**config.mk**
```make
export PLATFORM = sky130hd
export DESIGN_NAME = pwm_multi
export DESIGN_NICKNAME = d
export VERILOG_FILES = /design/src/rtl/pwm_multi.sv
export SDC_FILE = /design/constraint.sdc
export NUM_CORES = 1
export LEC_CHECK = 0
export CAP_MARGIN = 20
export CORE_AREA = 4 4 123 125
export CTS_CLUSTER_DIAMETER = 60
export DETAILED_ROUTE_END_ITERATION = 12
export DIE_AREA = 0 0 127 129
export PLACE_DENSITY = 0.46
export SLEW_MARGIN = 20
export SYNTH_ARGS = -nofsm -noshare
export SYNTH_HDL_FRONTEND = slang
export SYNTH_SLANG_ARGS = --single-unit
```
**constraint.sdc**
```tcl
create_clock -name sys_clk -period 2.8 [get_ports sys_clk]
set_input_delay 0.42 -clock sys_clk [delete_from_list [all_inputs] [get_ports sys_clk]]
set_output_delay 0.42 -clock sys_clk [all_outputs]
set_load 0.01 [all_outputs]
```
**src/rtl/pwm_multi.sv**
```systemverilog
// Multi-channel PWM: one shared period counter, CH duty comparators, double-buffered period/duty.
// Optional centre-aligned mode is compiled in with `define PWM_CENTER_EN (adds cfg_center).
module pwm_multi #(
    parameter int CH = 4,
    parameter int N  = 8
) (
    input  logic            sys_clk,
    input  logic            sys_rst,
    input  logic            en,
    input  logic [N-1:0]    cfg_period,
    input  logic [CH*N-1:0] cfg_duty,
`ifdef PWM_CENTER_EN
    input  logic            cfg_center,
`endif
    input  logic            cfg_load,
    output logic [CH-1:0]   o_pwm,
    output logic            o_period_end,
    output logic            o_load_pend
);

    localparam logic [N-1:0] CNT_ZERO = {N{1'b0}};
    localparam logic [N-1:0] CNT_ONE  = {{(N-1){1'b0}}, 1'b1};

    logic [N-1:0]    cnt_r;
    logic [N-1:0]    cnt_nxt_s;
    logic [N-1:0]    per_stg_r;
    logic [N-1:0]    per_act_r;
    logic [CH*N-1:0] duty_stg_r;
    logic [CH*N-1:0] duty_act_r;
    logic            load_pend_r;
    logic [CH-1:0]   pwm_r;
    logic [CH-1:0]   pwm_nxt_s;
    logic            period_end_r;
    logic            running_s;
    logic            last_s;
    logic            wrap_s;
    logic            xfer_s;
`ifdef PWM_CENTER_EN
    logic            center_stg_r;
    logic            center_act_r;
    logic            dir_r;
    logic            dir_nxt_s;
`endif

    // Counter sequencing, wrap detection and next-cycle output compare
    always_comb begin
        running_s = en && (per_act_r != CNT_ZERO);
        last_s    = (cnt_r == (per_act_r - CNT_ONE));
        wrap_s    = 1'b0;
        cnt_nxt_s = CNT_ZERO;
`ifdef PWM_CENTER_EN
        dir_nxt_s = 1'b0;
`endif
        if (!running_s) begin
            cnt_nxt_s = CNT_ZERO;
        end
`ifdef PWM_CENTER_EN
        // Centre mode holds each extreme for two cycles by flipping direction without stepping
        else if (center_act_r) begin
            if (!dir_r) begin
                if (last_s) begin
                    cnt_nxt_s = cnt_r;
                    dir_nxt_s = 1'b1;
                end else begin
                    cnt_nxt_s = cnt_r + CNT_ONE;
                    dir_nxt_s = 1'b0;
                end
            end else begin
                if (cnt_r == CNT_ZERO) begin
                    wrap_s    = 1'b1;
                    cnt_nxt_s = CNT_ZERO;
                    dir_nxt_s = 1'b0;
                end else begin
                    cnt_nxt_s = cnt_r - CNT_ONE;
                    dir_nxt_s = 1'b1;
                end
            end
        end
`endif
        else begin
            if (last_s) begin
                wrap_s    = 1'b1;
                cnt_nxt_s = CNT_ZERO;
            end else begin
                cnt_nxt_s = cnt_r + CNT_ONE;
            end
        end
        // Idle cycles transfer too, so a stopped block picks up new settings immediately
        xfer_s = wrap_s || !running_s;
        for (int i = 0; i < CH; i++) begin
            pwm_nxt_s[i] = running_s && (cnt_r < duty_act_r[i*N +: N]);
        end
    end

    // State registers: counter, staging/active banks, registered outputs
    always_ff @(posedge sys_clk) begin
        if (sys_rst) begin
            cnt_r        <= CNT_ZERO;
            per_stg_r    <= CNT_ZERO;
            per_act_r    <= CNT_ZERO;
            duty_stg_r   <= {(CH*N){1'b0}};
            duty_act_r   <= {(CH*N){1'b0}};
            load_pend_r  <= 1'b0;
            pwm_r        <= {CH{1'b0}};
            period_end_r <= 1'b0;
`ifdef PWM_CENTER_EN
            center_stg_r <= 1'b0;
            center_act_r <= 1'b0;
            dir_r        <= 1'b0;
`endif
        end else begin
            cnt_r        <= cnt_nxt_s;
            pwm_r        <= pwm_nxt_s;
            period_end_r <= wrap_s;
            if (xfer_s) begin
                per_act_r  <= per_stg_r;
                duty_act_r <= duty_stg_r;
            end
            // A load coinciding with a transfer keeps the pending flag: active got the old staging
            if (cfg_load) begin
                per_stg_r   <= cfg_period;
                duty_stg_r  <= cfg_duty;
                load_pend_r <= 1'b1;
            end else if (xfer_s) begin
                load_pend_r <= 1'b0;
            end
`ifdef PWM_CENTER_EN
            dir_r <= xfer_s ? 1'b0 : dir_nxt_s;
            if (xfer_s) begin
                center_act_r <= center_stg_r;
            end
            if (cfg_load) begin
                center_stg_r <= cfg_center;
            end
`endif
        end
    end

    assign o_pwm        = pwm_r;
    assign o_period_end = period_end_r;
    assign o_load_pend  = load_pend_r;

endmodule

```
* Word-level counts from Yosys, hierarchy flattened
Index checks and enable logic that the tools add are counted.
** Word-level totals
- Register bits :: 94
- Bits of input ports :: 44
- Word-level logic and storage cells :: 30
- Output and inout port bits :: 6
** Operators by class
- Add/subtract/negate cells :: 2
- Bitwise gates (word level) :: 1
- Reduce and logical (&&, ||, !) cells :: 10
- Equal/unequal tests :: 1
- $lt $le $gt $ge :: 4
- Mux-type cells :: 4
** Operators with widths (number)
- $lt 8x8->1 :: 4
- $add 8x1->8 const B :: 1
- $eq 8x8->1 :: 1
- $reduce_bool 8->1 :: 1
- $sub 8x1->8 const B :: 1
- $logic_and 1x1->1 :: 5
- $mux 1 :: 4
- $reduce_or 3->1 :: 1
- $reduce_bool 2->1 :: 1
- $logic_not 1->1 :: 1
- $logic_or 1x1->1 :: 1
- $not 1->1 :: 1

* Logic depth before layout (Yosys ltp)
Gate-level depths: netlist of run 1.
- Depth in word-level cells :: 7
- Gate-level depth with buffers :: 10
- Mapped depth without buffers :: 8

* Least setup slack after synthesis of run 1
Ideal clock, no wire load.
- Kind :: reg-to-reg
- Start :: register per_act_r[0]
- End :: register duty_act_r[0]
- Library setup time :: 0.120 ns
- Arrival time :: 2.350 ns
- Clock period less this slack :: 2.470 ns
- Required time :: 2.680 ns
- Stages on the path, launching flop included :: 11
- Path slack :: 0.330 ns
- Path through :: dfxtp_1 > inv_1 > ha_1 > or3b_1 > or3_1 > xnor2_1 > a2111o_1 > nor2b_1 > buf_6 > buf_6 > mux2i_1
** On the way
- Cells in the longest elaborated chain, start to end :: 5
- Elaborated cells on any way between the ends :: 8
- Those cells by class :: 1 x add/sub; 1 x eq/ne; 2 x mux; 4 x reduce/logical
** RTL lines
- start, declared :: RTL line 27 : logic [N-1:0] per_act_r;
- start signal, assigned :: RTL line 116 : per_act_r <= per_stg_r;
- $sub 8x1->8 :: RTL line 48 : last_s = (cnt_r == (per_act_r - CNT_ONE));
- $eq 8x8->1 :: RTL line 48
- $mux 1 :: RTL line 81 : if (last_s) begin
- $mux 1 :: RTL line 54 : if (!running_s) begin
- $logic_or 1x1->1 * :: RTL line 89 : xfer_s = wrap_s || !running_s;
- end signal, assigned :: RTL line 102 : duty_act_r <= {(CH*N){1'b0}};
- end signal, assigned :: RTL line 117 : duty_act_r <= duty_stg_r;
- end, declared :: RTL line 29 : logic [CH*N-1:0] duty_act_r;
Mark *: on every way between the ends. The rest lies on a longest branch, timed or not.
A chain may end at the register's enable or synchronous reset.

* Worst setup path after layout of run 1
- Start :: register per_act_r[0]
- End :: register duty_act_r[2]
The elaborated chain is that of the path after synthesis.

==> impl_metrics.yaml, run 1 <==
outcome:
  status: "finished, final reports clean"
synthesis:
  synthMostInstantiatedCell: "dfxtp_1"
  ys_warn_count: 0
  syn_nets: 550
  synth-main-ff-cell: "dfxtp_1"
  synth-seq-cells: 94
  synth.area.top_cells: "dfxtp_1 (43%), mux2i_1 (18%), ha_1 (8.6%)"
  avgSynthCellArea_sq_um: 9.21
  synthDistinctLibCells: 36
  synthesis.area_sq_um: 4380
  ys_seq_area_share_pct: 42.9
  synthTopCellsByCount: "dfxtp_1 (94), nand2_1 (85), mux2i_1 (78)"
  synth_top_area_cell: "dfxtp_1"
  synth_top_area_share_pct: 42.9
  synthCells: 476
  synth-async-reset-ratio_pct: 0
  synth_edf_count: 0
power:
  intPower_mw: 2.34
  powerDensity_nw_per_um2: 572
  ir_drop_v: 0.000292
  pwr-share-comb_pct: 13.9
  pwr-share-seq_pct: 46.6
  leakage_nw: 2.26
  swShare_pct: 24.8
  pwr-share-clk_pct: 39.5
  switching_power_mw: 0.772
  power_mw: 3.11
final_layout:
  stdcell_area_sq_um: 5450
  area_delta_synth_final_pct: 24.2
  layout-drive-gt1-share_pct: 7.49
  multi_input_area_sq_um: 2260
  regArea_sq_um: 1880
  fin_nets: 603
  nFillCells: 1473
  antenna_cells: 0
sta:
  period_share_pct: 85.3
  setup_viol: 0
  fin_tns_setup_ns: 0
  fin_crit_ns: 2.39
  rsz0062_at_grt: "no"
  hold_viol: 0
  max_freq_mhz: 419
  tightest_slew_ns: 0.667
  slew_headroom_pct: 55.6
  fin_skew_ns: 0.00785
  maxSlewViolCount: 0
die:
  die_x_um: 127
  die_area_sq_um: 16400
  core_area_sq_um: 13900
  rows: 43
  start_util_pct: 31.6
  die_h_um: 129
  num_io_pins: 50
clock_network:
  cts_root_buffer: "clkbuf_16"
  cts.reportedPaths.clkPinSlew_ns: 0.07
  cts_buffer_depth: 2
  postCtsHoldBufs: 0
  clock-sinks: 94
  cts_made_buffers: 9
  cts_tree: "yes"
  htreeDepth: 3
  clk_latency_ns: 0.35
detailed_routing:
  via_per_inst: 4.51
  drtPass1Iterations: 5
  wire_per_inst_um: 13.0
  remaining_drc_errors: 0
  vias: 3217
  drtIter0Drc: 108
  ant_nets: 0
  routed_wl_um: 9280
setup_path:
  path_cells: "inv_1 > ha_1 > or3b_1 > or3_1 > xnor2_1 > a2111o_1 > nor2b_4 > buf_4 > mux2i_1"
  crit_arrival_ns: 2.62
  critPathKind: "reg -> reg"
  critPathTopFamily: "simple AND/OR/NAND/NOR gates"
  cpPeakStageDelay_ns: 0.37
  endpoint_kind: "flop"
  critPathLaunchType: "flop"
  cp_num_buf_inv: 2
  crit_slowest_cell: "or3b_1"
  critical_path_peak_fanout: 8
  crit_required_ns: 3.03
grt:
  overflow: 0
  grt_usage_pct: 12.1
  grt_max_degree: 53
  antenna_found_initial: 0
  grt_pass1_vias: 3319
  grt_pass1_wl_um: 15800
place:
  gp_congestion: 0.731
  post_dp_cell_area_sq_um: 5120
  portBuffers: 49
  dpl.hpwl_um: 6570
job:
  cap_violations: 0
worst_hold_path:
  hold_path.class: "reg -> reg"
-- final timing paths --
kind	start	end	slack, ns	cells past startpoint
hold reg to reg	duty_stg_r[25]	duty_act_r[25]	0.45	2
hold / removal	duty_stg_r[25]	duty_act_r[25]	0.45	2
setup reg to reg	per_act_r[0]	duty_act_r[2]	0.41	9
setup / recovery	per_act_r[0]	duty_act_r[2]	0.41	9
-- worst min-delay path, delay by kind of cell, from the launching register on --
family | cells | cell delay [ns]
flops | 1 | 0.31
simple gates | 1 | 0.05
mux | 1 | 0.05
-- kinds of logic (layout without fill, tap and decap cells) --
kind of cell | Yosys count | after routing | synth area share (%)
and+or+nand+nor | 168 | 168 | 16.0
DFF | 94 | 94 | 42.9
muxes | 78 | 78 | 17.8
buffers and inverters | 57 | 115 | 5.74
AOI/OAI and AO/OA | 34 | 34 | 6.00
adders and majority gates | 30 | 30 | 8.56
xor gates and xnor gates | 15 | 15 | 3.00
-- placed cells by master (no fill, tap or decap), types with 2 or more instances in the layout --
cell type	synthesis	final
a22oi_1	2	2
nor3_1	3	3
nand2_1	85	85
ha_1	30	30
nand4_1	2	2
nand2b_1	4	4
o311a_1	4	4
a211oi_1	4	4
buf_12	0	3
nand3_1	7	7
nor2_1	57	57
mux2i_1	78	78
nor2b_1	3	2
buf_4	0	16
clkdlybuf4s50_1	0	48
clkinvlp_4	0	4
inv_1	30	30
xor2_1	7	7
a21oi_1	4	4
o21ai_1	2	2
clkbuf_16	0	9
xnor2_1	8	8
a21o_1	12	12
dfxtp_1	94	94
-- sequential cells by signal, summed over array words and instances (netlist names) --
signal	count
per_act_r	8
o_period_end	1
o_load_pend	1
duty_act_r	32
per_stg_r	8
cnt_r	8
o_pwm	4
duty_stg_r	32
-- power groups by stage --
stage	clock [mW]	sequential (mW)	combinational, mW
detailed placement	0	1.48	0.430
floorplan	0	1.47	0.300
global placement	0	1.48	0.424
finish	1.23	1.45	0.434
global route	1.33	1.46	0.485
CTS	1.28	1.45	0.442
-- repair_timing --
| item | in CTS | in global routing |
|---|---|---|
| gates resized for setup | 0 | 0 |
| setup buffers | 2 | 0 |
| setup endpoints to repair | 1 | 0 |
| hold endpoints to repair | 0 | 0 |
-- metal layers --
layer / up-vias / wire length [um] / global-route usage, %
met5: - / 0 / 0
met4: 0 / 135 / 4.04
met3: 9 / 335 / 3.69
met2: 44 / 4020 / 18.8
met1: 1478 / 4790 / 16.2
li1: 1686 / - / -
-- through the flow --
stage / hold slack, ns / util [%] / setup WS (ns) / std cells
floorplan: 0.428 / - / 0.330 / 476
global placement: 0.449 / 36.9 / 0.0723 / 696
detailed placement: 0.447 / 36.9 / 0.0110 / 696
CTS: 0.461 / 39.2 / 0.396 / 714
global route: 0.473 / 39.2 / 0.301 / 714
finish: 0.454 / 39.2 / 0.412 / 714
-- area by class of cell --
cell class	instances	area share [%]
Multi-Input combinational cell	325	41.5
Sequential cell	94	34.6
Timing Repair Buffer	68	12.2
Clock buffer	9	4.14
Tap cell	180	4.14
Inverter	31	2.14
Clock inverter	7	1.36
No activity file was read; power rests on OpenSTA's default activity.
==> inputs of run 2 (changes only) <==
--- a/config.mk
+++ b/config.mk
@@ -6,11 +6,11 @@
 export NUM_CORES = 1
 export LEC_CHECK = 0
 export CAP_MARGIN = 20
-export CORE_AREA = 4 4 123 125
+export CORE_AREA = 4 4 104 106
 export CTS_CLUSTER_DIAMETER = 60
 export DETAILED_ROUTE_END_ITERATION = 12
-export DIE_AREA = 0 0 127 129
-export PLACE_DENSITY = 0.46
+export DIE_AREA = 0 0 108 110
+export PLACE_DENSITY = 0.62
 export SLEW_MARGIN = 20
 export SYNTH_ARGS = -nofsm -noshare
 export SYNTH_HDL_FRONTEND = slang
==> run 2 against run 1 <==
  * Final area fell by 3.0%
  * Wire length fell by 6.0%
  * Largest cell class unchanged
  * Final cell count fell by 7.0%
  * Core utilization rose by 15 points
  * Sequential power barely moved
  * Sequential cell count did not move
==> impl_metrics.yaml, run 2 (synthesis gave the netlist of run 1 again) <==
outcome:
  status: "finished, final reports clean"
worst_hold_path:
  hold_path.class: "reg -> reg"
  holdPathStages: 2
  worstHoldEndpoint: "duty_act_r[14]"
  min_from: "duty_stg_r[14]"
setup_path:
  r2r_setup_slack_ns: 0.26
  crit_slowest_cell: "or3b_1"
  critPathKind: "reg -> reg"
  crit_required_ns: 3.04
  critPathLaunchType: "flop"
  crit_arrival_ns: 2.78
  critical_path_peak_fanout: 20
  reg2reg_to: "o_load_pend"
  endpoint_kind: "flop"
  path_cells: "inv_1 > ha_1 > or3b_1 > or3_1 > xnor2_1 > a2111o_1 > nor2b_4 > buf_12 > a22o_1"
  reg2regPathDepth: 9
  cpPeakStageDelay_ns: 0.39
  r2r_start: "per_act_r[0]"
final_layout:
  antenna_cells: 0
  final_cell_mix: "dfxtp_1 (94), nand2_1 (85), mux2i_1 (78), nor2_1 (57), clkdlybuf4s50_1 (48)"
  stdcell_area_sq_um: 5280
  fin_nets: 600
  nFillCells: 934
  layout-drive-gt1-share_pct: 6.59
  top_regs: "duty_act_r: 32 flops, duty_stg_r: 32 flops"
  area_delta_synth_final_pct: 20.5
  final_common_cell: "dfxtp_1"
power:
  pwr-share-comb_pct: 15.2
  swShare_pct: 24.5
  powerDensity_nw_per_um2: 539
  power_mw: 2.85
  ir_drop_v: 0.000294
  switching_power_mw: 0.697
  pwr-share-clk_pct: 33.9
  intPower_mw: 2.15
  pwr-share-seq_pct: 50.9
  leakage_nw: 2.21
clock_network:
  cts.reportedPaths.clkPinSlew_ns: 0.09
  cts_buffer_depth: 2
  htreeDepth: 3
  clk_latency_ns: 0.35
  cts_tree: "yes"
  clock-sinks: 94
  postCtsSetupRepairBufs: 2
  cts_made_buffers: 9
  postCtsHoldBufs: 0
  cts_resized: 0
  cts_root_buffer: "clkbuf_8"
sta:
  fin_tns_setup_ns: 0
  hold_viol: 0
  fin_crit_ns: 2.54
  setup_viol: 0
  max_freq_mhz: 394
  rsz0062_at_grt: "no"
  slew_headroom_pct: 60.4
  tightest_slew_ns: 0.594
  period_share_pct: 90.6
  fin_skew_ns: 0.00784
  maxSlewViolCount: 0
place:
  dpl.hpwl_um: 6120
  portBuffers: 49
  post_dp_cell_area_sq_um: 5050
  gp_congestion: 0.850
grt:
  met1_usage_pct: 20.5
  grt_pass1_vias: 3238
  grt_pass1_wl_um: 15000
  grt_usage_pct: 15.7
  gr-usage-met2_pct: 26.6
  grt_max_degree: 54
  grt-busiest-layer: "met2"
  antenna_found_initial: 0
  overflow: 0
  grtUsageMet3_pct: 3.09
detailed_routing:
  drtIter0Drc: 104
  vias: 3236
  routed_wl_um: 8730
  via_per_inst: 4.87
  ant_nets: 0
  drtPass1Iterations: 4
  remaining_drc_errors: 0
  wire_per_inst_um: 13.1
die:
  core_area_sq_um: 9770
  die_area_sq_um: 11900
  die_h_um: 110
  start_util_pct: 44.8
  rows: 36
  die_x_um: 108
  num_io_pins: 50
job:
  cap_violations: 0
## run 2: changes by cell type in the layout (fill, tap and decap cells not counted), moves of 2 or more
cell / delta
clkinvlp_4: -2
clkbuf_16: -9
clkbuf_1: +2
buf_4: -3
clkbuf_8: +9
## run 2: critical path: cells and delay by family (launching register included)
family / cells / cell delay [ns]
AO/OA/AOI/OAI: 2 / 0.55
XOR/XNOR: 1 / 0.15
adder cells (fa/ha/maj): 1 / 0.22
buffers and inverters: 2 / 0.23
flip-flops: 1 / 0.36
AND/OR/NAND/NOR: 3 / 0.92
## run 2: stage by stage
step	worst slack (ns)	utilization, %	hold WS (ns)	std cells
2_1_floorplan	0.330	-	0.428	476
3_3_place_gp	0.142	51.7	0.446	646
3_5_place_dp	0.0143	51.7	0.451	646
4_1_cts	0.264	54.0	0.465	664
5_1_grt	0.134	54.0	0.479	664
6_report	0.263	54.0	0.460	664
## run 2: worst max-delay path by stage
stage	end	depth (start not counted)	start
6_report	o_load_pend	9	per_act_r[0]
5_1_grt	duty_act_r[10]	9	per_act_r[0]
4_1_cts	o_load_pend	9	per_act_r[0]
3_5_place_dp	duty_act_r[19]	9	per_act_r[0]
3_3_place_gp	duty_act_r[27]	9	per_act_r[0]
2_1_floorplan	duty_act_r[0]	10	per_act_r[0]
## run 2: final cells by class
class	count	area, sq um	area share, %
inverters	31	116	2.20
repair buffers	65	643	12.2
clock inverters	5	83.8	1.59
clock buffers	11	131	2.49
flip-flops and latches	94	1880	35.6
well taps	133	166	3.15
multi-input cells	325	2260	42.7
## run 2: power groups by stage
stage               registers [mW]  logic, mW  clock network, mW
floorplan                     1.47      0.300                  0
global placement              1.48      0.418                  0
detailed placement            1.48      0.430                  0
CTS                           1.45      0.438              0.996
global route                  1.46      0.480               1.05
finish                        1.45      0.431              0.964
## run 2: layer usage
metal | up-vias | wire [um]
met4 | 0 | 85
met1 | 1513 | 4200
li1 | 1674 | -
met3 | 6 | 289
met2 | 43 | 4160
met5 | - | 0
